$ cat src/rtl/kb_pkg.sv
// Shared types and constants for the PS/2 multi-key decoder: prefix FSM states,
// prefix bytes and the scan codes of the game keys.
package kb_pkg;

  typedef enum logic [1:0] {
    ST_IDLE,
    ST_EXT,
    ST_BRK,
    ST_EXT_BRK
  } kb_state_t;

  localparam logic [7:0] SC_EXT = 8'hE0;
  localparam logic [7:0] SC_BRK = 8'hF0;

  localparam logic [7:0] KC_W     = 8'h1D;
  localparam logic [7:0] KC_A     = 8'h1C;
  localparam logic [7:0] KC_S     = 8'h1B;
  localparam logic [7:0] KC_D     = 8'h23;
  localparam logic [7:0] KC_R     = 8'h2D;
  localparam logic [7:0] KC_ENTER = 8'h5A;

  // Table entry: bit 8 is the E0 flag, bits 7:0 the scan code.
  function automatic logic [8:0] key_entry(input logic ext, input logic [7:0] code);
    return {ext, code};
  endfunction

endpackage

$ cat src/rtl/kb_repeat_timer.sv
// Software typematic timer: follows the most recently pressed key and pulses its
// repeat bit after REPEAT_DELAY cycles, then every REPEAT_PERIOD cycles while held.
module kb_repeat_timer #(
  parameter int NUM_KEYS      = 6,
  parameter int REPEAT_DELAY  = 25_000_000,
  parameter int REPEAT_PERIOD = 5_000_000
) (
  input  logic                clk,
  input  logic                reset,
  input  logic [NUM_KEYS-1:0] press,
  input  logic [NUM_KEYS-1:0] held,
  output logic [NUM_KEYS-1:0] repeat_tick
);

  localparam int CMAX = (REPEAT_DELAY > REPEAT_PERIOD) ? REPEAT_DELAY : REPEAT_PERIOD;
  localparam int CW   = $clog2(CMAX + 1);
  localparam int IW   = (NUM_KEYS > 1) ? $clog2(NUM_KEYS) : 1;

  logic [CW-1:0] cnt;
  logic [IW-1:0] last_idx;
  logic [IW-1:0] press_idx;
  logic          active;
  logic          first;
  logic          hit;

  // Simultaneous presses: the highest index becomes the target.
  always_comb begin
    press_idx = '0;
    for (int i = 0; i < NUM_KEYS; i++) begin
      if (press[i]) press_idx = IW'(i);
    end
  end

  assign hit = active && (first ? (cnt == CW'(REPEAT_DELAY - 1))
                                : (cnt == CW'(REPEAT_PERIOD - 1)));

  // press/held are the next-cycle key state, so the count is 0 in the press-tick cycle.
  always_ff @(posedge clk) begin
    if (reset) begin
      cnt         <= '0;
      last_idx    <= '0;
      active      <= 1'b0;
      first       <= 1'b0;
      repeat_tick <= '0;
    end else begin
      repeat_tick <= '0;
      if (|press) begin
        last_idx <= press_idx;
        cnt      <= '0;
        active   <= 1'b1;
        first    <= 1'b1;
      end else if (active && !held[last_idx]) begin
        active <= 1'b0;
      end else if (active) begin
        if (hit) begin
          repeat_tick[last_idx] <= 1'b1;
          cnt                   <= '0;
          first                 <= 1'b0;
        end else begin
          cnt <= cnt + CW'(1);
        end
      end
    end
  end

endmodule

$ cat src/rtl/kb_multi_decoder.sv
// PS/2 scan-code decoder tracking NUM_KEYS held keys with press/release ticks, 1-cycle latency.
// Optional software typematic repeat is built when KB_REPEAT_EN is defined.
module kb_multi_decoder
  import kb_pkg::*;
#(
  parameter int                       NUM_KEYS      = 6,
  parameter logic [NUM_KEYS*9-1:0]    KEY_CODES     = {1'b0, KC_ENTER, 1'b0, KC_R, 1'b0, KC_S,
                                                       1'b0, KC_W, 1'b0, KC_D, 1'b0, KC_A},
  parameter int                       REPEAT_DELAY  = 25_000_000,
  parameter int                       REPEAT_PERIOD = 5_000_000
) (
  input  logic                clk,
  input  logic                reset,
  input  logic                scan_done_tick,
  input  logic [7:0]          scan_code,
  output logic [NUM_KEYS-1:0] key_held,
  output logic [NUM_KEYS-1:0] key_press_tick,
  output logic [NUM_KEYS-1:0] key_release_tick,
  output logic [NUM_KEYS-1:0] key_repeat_tick,
  output logic                any_held
);

  kb_state_t           state, state_nxt;
  logic                make_ev, brk_ev;
  logic [8:0]          ev_code;
  logic [NUM_KEYS-1:0] match, held_nxt, press_nxt, release_nxt;

  always_comb begin
    state_nxt = state;
    make_ev   = 1'b0;
    brk_ev    = 1'b0;
    ev_code   = key_entry(1'b0, scan_code);
    if (scan_done_tick) begin
      case (state)
        ST_IDLE: begin
          if (scan_code == SC_EXT)      state_nxt = ST_EXT;
          else if (scan_code == SC_BRK) state_nxt = ST_BRK;
          else                          make_ev   = 1'b1;
        end
        ST_EXT: begin
          ev_code = key_entry(1'b1, scan_code);
          if (scan_code == SC_BRK) begin
            state_nxt = ST_EXT_BRK;
          end else if (scan_code != SC_EXT) begin
            make_ev   = 1'b1;
            state_nxt = ST_IDLE;
          end
        end
        ST_BRK: begin
          brk_ev    = 1'b1;
          state_nxt = ST_IDLE;
        end
        ST_EXT_BRK: begin
          ev_code   = key_entry(1'b1, scan_code);
          brk_ev    = 1'b1;
          state_nxt = ST_IDLE;
        end
        default: state_nxt = ST_IDLE;
      endcase
    end
  end

  // Every table entry equal to the event code is hit, so duplicates move together.
  always_comb begin
    match = '0;
    for (int i = 0; i < NUM_KEYS; i++) begin
      match[i] = (KEY_CODES[9*i +: 9] == ev_code);
    end
  end

  always_comb begin
    held_nxt = key_held;
    if (make_ev)     held_nxt = key_held | match;
    else if (brk_ev) held_nxt = key_held & ~match;
    press_nxt   = held_nxt & ~key_held;
    release_nxt = key_held & ~held_nxt;
  end

  always_ff @(posedge clk) begin
    if (reset) begin
      state            <= ST_IDLE;
      key_held         <= '0;
      key_press_tick   <= '0;
      key_release_tick <= '0;
      any_held         <= 1'b0;
    end else begin
      state            <= state_nxt;
      key_held         <= held_nxt;
      key_press_tick   <= press_nxt;
      key_release_tick <= release_nxt;
      any_held         <= |held_nxt;
    end
  end

`ifdef KB_REPEAT_EN
  kb_repeat_timer #(
    .NUM_KEYS      (NUM_KEYS),
    .REPEAT_DELAY  (REPEAT_DELAY),
    .REPEAT_PERIOD (REPEAT_PERIOD)
  ) u_repeat (
    .clk         (clk),
    .reset       (reset),
    .press       (press_nxt),
    .held        (held_nxt),
    .repeat_tick (key_repeat_tick)
  );
`else
  logic unused_repeat_cfg;
  assign unused_repeat_cfg = ^{REPEAT_DELAY[0], REPEAT_PERIOD[0]};
  assign key_repeat_tick   = '0;
`endif

endmodule

$ cat config.mk
export PLATFORM = sky130hd
export DESIGN_NAME = kb_multi_decoder
export DESIGN_NICKNAME = d
export VERILOG_FILES = /design/src/rtl/kb_pkg.sv /design/src/rtl/kb_repeat_timer.sv /design/src/rtl/kb_multi_decoder.sv
export SDC_FILE = /design/constraint.sdc
export NUM_CORES = 1
export LEC_CHECK = 0
export ABC_AREA = 1
export CORE_UTILIZATION = 45
export DETAILED_ROUTE_END_ITERATION = 12
export PLACE_DENSITY = 0.79
export SLEW_MARGIN = 25
export SYNTH_ARGS = -nofsm -noshare
export SYNTH_HDL_FRONTEND = slang
export SYNTH_HIERARCHICAL = 1
export SYNTH_SLANG_ARGS = --single-unit
$ cat constraint.sdc
create_clock -name clk -period 1.65 [get_ports clk]
set_input_delay 0.165 -clock clk [delete_from_list [all_inputs] [get_ports clk]]
set_output_delay 0.165 -clock clk [all_outputs]
set_load 0.02 [all_outputs]
==> results of run 1 <==
==> final cells by class <==
| cell class | instances | area, sq um | area share [%] |
|---|---|---|---|
| sequential | 21 | 420 | 28.1 |
| inverter | 29 | 109 | 7.27 |
| tap | 28 | 35.0 | 2.34 |
| multi-input combinational | 107 | 519 | 34.7 |
| timing repair buffer | 42 | 388 | 25.9 |
| clock buffer | 4 | 26.3 | 1.75 |
==> cell families after synthesis <==
group                  after synthesis  synth area share [%]
other                                1                 0.345
AOI/OAI and AO/OA                   11                  7.14
buffers and inverters               36                  15.2
DFF                                 21                  38.7
and+or+nand+nor                     90                  38.6
==> registers in the layout, summed over array words and instances (netlist names) <==
name	cells
any_held	1
state	2
key_held	6
key_press_tick	6
key_release_tick	6
==> worst reg2reg max path, delay by kind of cell, from the launching register on <==
family | cells | cell delay, ps
flip-flops | 1 | 370
buffers and inverters | 1 | 40
AND/OR/NAND/NOR | 9 | 870
==> power by group through the flow <==
stage	clock network (mW)	registers, mW	logic [mW]
floorplan	0	0.521	0.0667
global placement	0	0.520	0.103
detailed placement	0	0.520	0.106
CTS	0.253	0.508	0.107
global route	0.282	0.509	0.118
finish	0.258	0.509	0.107
==> routing by layer <==
layer	vias to the layer above	share of wire [%]
met3	5	3.1
met2	38	53
met1	497	42
met4	0	1.9
met5	-	0
li1	569	-
==> through the flow <==
step           hold WS, ps  instances
6_report               488        231
5_1_grt                513        231
4_1_cts                495        231
3_5_place_dp           476        227
3_3_place_gp           463        227
2_1_floorplan          233        164
==> cells in the final DEF, fill, tap and decap left out <==
master | netlist | final
buf_4 | 6 | 13
clkbuf_1 | 0 | 1
nand2_2 | 1 | 1
o21ai_0 | 1 | 1
nor2_4 | 3 | 3
nand3_2 | 2 | 2
inv_1 | 28 | 28
nor3_1 | 8 | 8
inv_2 | 1 | 1
clkdlybuf4s50_1 | 0 | 29
dfxtp_1 | 21 | 21
nor2_1 | 17 | 17
a21oi_2 | 2 | 2
o21ai_4 | 1 | 1
conb_1 | 1 | 6
a21oi_1 | 6 | 6
clkbuf_4 | 0 | 3
nand2_1 | 37 | 37
nand3_1 | 17 | 17
nor2_2 | 5 | 5
o2111ai_1 | 1 | 1
==> how the worst max path moves through the flow <==
| stage | end | slack [ps] | cells past startpoint |
|---|---|---|---|
| 6_report | key_held[0] | 150 | 1 |
| 5_1_grt | key_held[0] | 90 | 1 |
| 4_1_cts | key_held[0] | 150 | 1 |
| 3_5_place_dp | any_held$_SDFF_PP0_ | -110 | 12 |
| 3_3_place_gp | any_held$_SDFF_PP0_ | -40 | 12 |
| 2_1_floorplan | any_held$_SDFF_PP0_ | 480 | 10 |
==> results.md, run 1 <==
* Static Leak at 0.689 nW
* Met3 GRT Util at 3.57%
* Fmax at 665 MHz
* WP data required at 1480 ps
* Initial antenna violation count at 0
* Clock power share at 29.5%
* Max-Cap Viols at 0
* GRT Total Usage at 21.0%
* Post-synth EDFFs at 0
* Reg power frac at 58.2%
* Post-layout minimum cycle time at 1500 ps
* Final hold violations at 0
* Initial Util at 48.6%
* Sw frac at 26.2%
* Int Pwr at 0.645 mW
* CP max stage cell: clkdlybuf4s50_1
* Layout Area Growth over Synthesis at 37.9%
* CTS root buf: clkbuf_4
* Distinct cells, synth at 19
* Crit end category: output pin
* Row cnt at 17
* Crit path buffers/inverters at 1
* Clock network latency to the later pin of the worst-skew pair at 310 ps
* CTS Buf Count at 3
* Combinational Power Share at 12.3%
* IO Count at 36
* Core area at 0.00223 sq mm
* FF+latch count, synth at 21
* R2R cell count at 10
* Pwr/cell area at 583 mW/mm^2
* Pin count of the biggest net entering global routing at 15
* Post-CTS Resized at 0
* WP data arrival at 1340 ps
* Clock-pin slew on the worst setup and hold paths at 110 ps
* Antenna viol nets, final at 0
* Status: finished clean
* Final period utilization at 91.1%
* Final nets at 215
* Layout cells sized above 1 at 15.3%
* Post-DP Area at 0.00147 sq mm
* Critical path origin: key_held[0]$_SDFF_PP0_
* Post-CTS Hold Buffers at 0
* Tot Pwr at 0.874 mW
* Worst R2R End: any_held$_SDFF_PP0_
* Crit Path Max Fanout at 4
* Met1 Track Usage GR at 22.2%
* Maximum vdd drop at 0.444 mV
* Synth cell count leaders: nand2_1 (37), inv_1 (28), dfxtp_1 (21), nand3_1 (17), nor2_1 (17)
* Top post-synthesis cells by area: dfxtp_1 (39%), nand2_1 (13%), inv_1 (9.7%)
* Most common cell in the synthesized netlist: nand2_1
* Number of H-tree levels at 1
* Die ar. at 0.00261 sq mm
* R2R Setup Slk at 290 ps
* Worst hold path class: flip-flop to flip-flop
* Worst path max stage delay at 630 ps
* Net Switching at 0.229 mW
* Sequential cell area fraction in the yosys report at 38.7%
* Family with the most delay on the worst path: buffers and inverters
* Via/cell ratio at 4.80
* Final setup viols at 0
* First-pass GRT wire length at 4.08 mm
* Post-synth top area cell: dfxtp_1
* Die X at 51.1 microns
* Crit path kind: flip-flop to output pin
* Final setup TNS at 0 ps
* Startpoint types: flip-flop
* Initial DRC Count at 35
* Min-Delay Endpoint: key_release_tick[2]$_SDFF_PP0_
* Die H at 51.1 microns
* FF-to-FF Start: state[0]$_SDFFE_PP0P_
* Area share of the leading cell type in the synthesized netlist at 38.7%
* Main synth FF type: dfxtp_1
* Clock Skew at 6.29 ps
* FILL cells at 204
* Vias in the first global route at 1,017
* Post-synth ARST share at 0%
* Drt pass-1 iters at 4
* Setup Buffers After CTS at 0
* Gr ovfl total at 0
* IO buf count at 29
* # diodes at 0
* Fin area at 0.00150 sq mm
* Setup ws final at 147 ps
* Grt met2 use at 40.4%
* DP Wirelength at 1.99 mm
* Routability congestion estimate at 0.892
* RSZ-0062 raised after global routing: false
* Synth warnings at 6
* Drt drc at 0
* Total wire length at 2.38 mm
* CP Cell Sequence: clkdlybuf4s50_1
* Syn Inst Count at 159
* Mean Syn Cell Area at 6.83 sq um
* Avg WL per Cell at 10.3 microns
* Post-Syn Area at 0.00109 sq mm
* Slew Limit Fails at 0
* Slew headroom at 64.2%
* Min-delay src: key_held[2]$_SDFF_PP0_
* Most Crowded Layer GR: met2
* Clock sinks at 21
* Slew @ Worst Pin at 536 ps
* CTS max path bufs at 2
* CTS tree: built
* Number of stages on the worst hold path at 2
* Via Count at 1,109
* Final core occ at 67.1%
* Pre-CTS WS at -108 ps
No activity file was read; power rests on OpenSTA's default activity.
==> inputs of run 2 (changes only) <==
--- a/config.mk
+++ b/config.mk
@@ -14,3 +14,4 @@
 export SYNTH_HDL_FRONTEND = slang
 export SYNTH_HIERARCHICAL = 1
 export SYNTH_SLANG_ARGS = --single-unit
+export TNS_END_PERCENT = 5
==> results of run 2 <==
The final DEF is identical to that of run 1; final timing and power are the same.
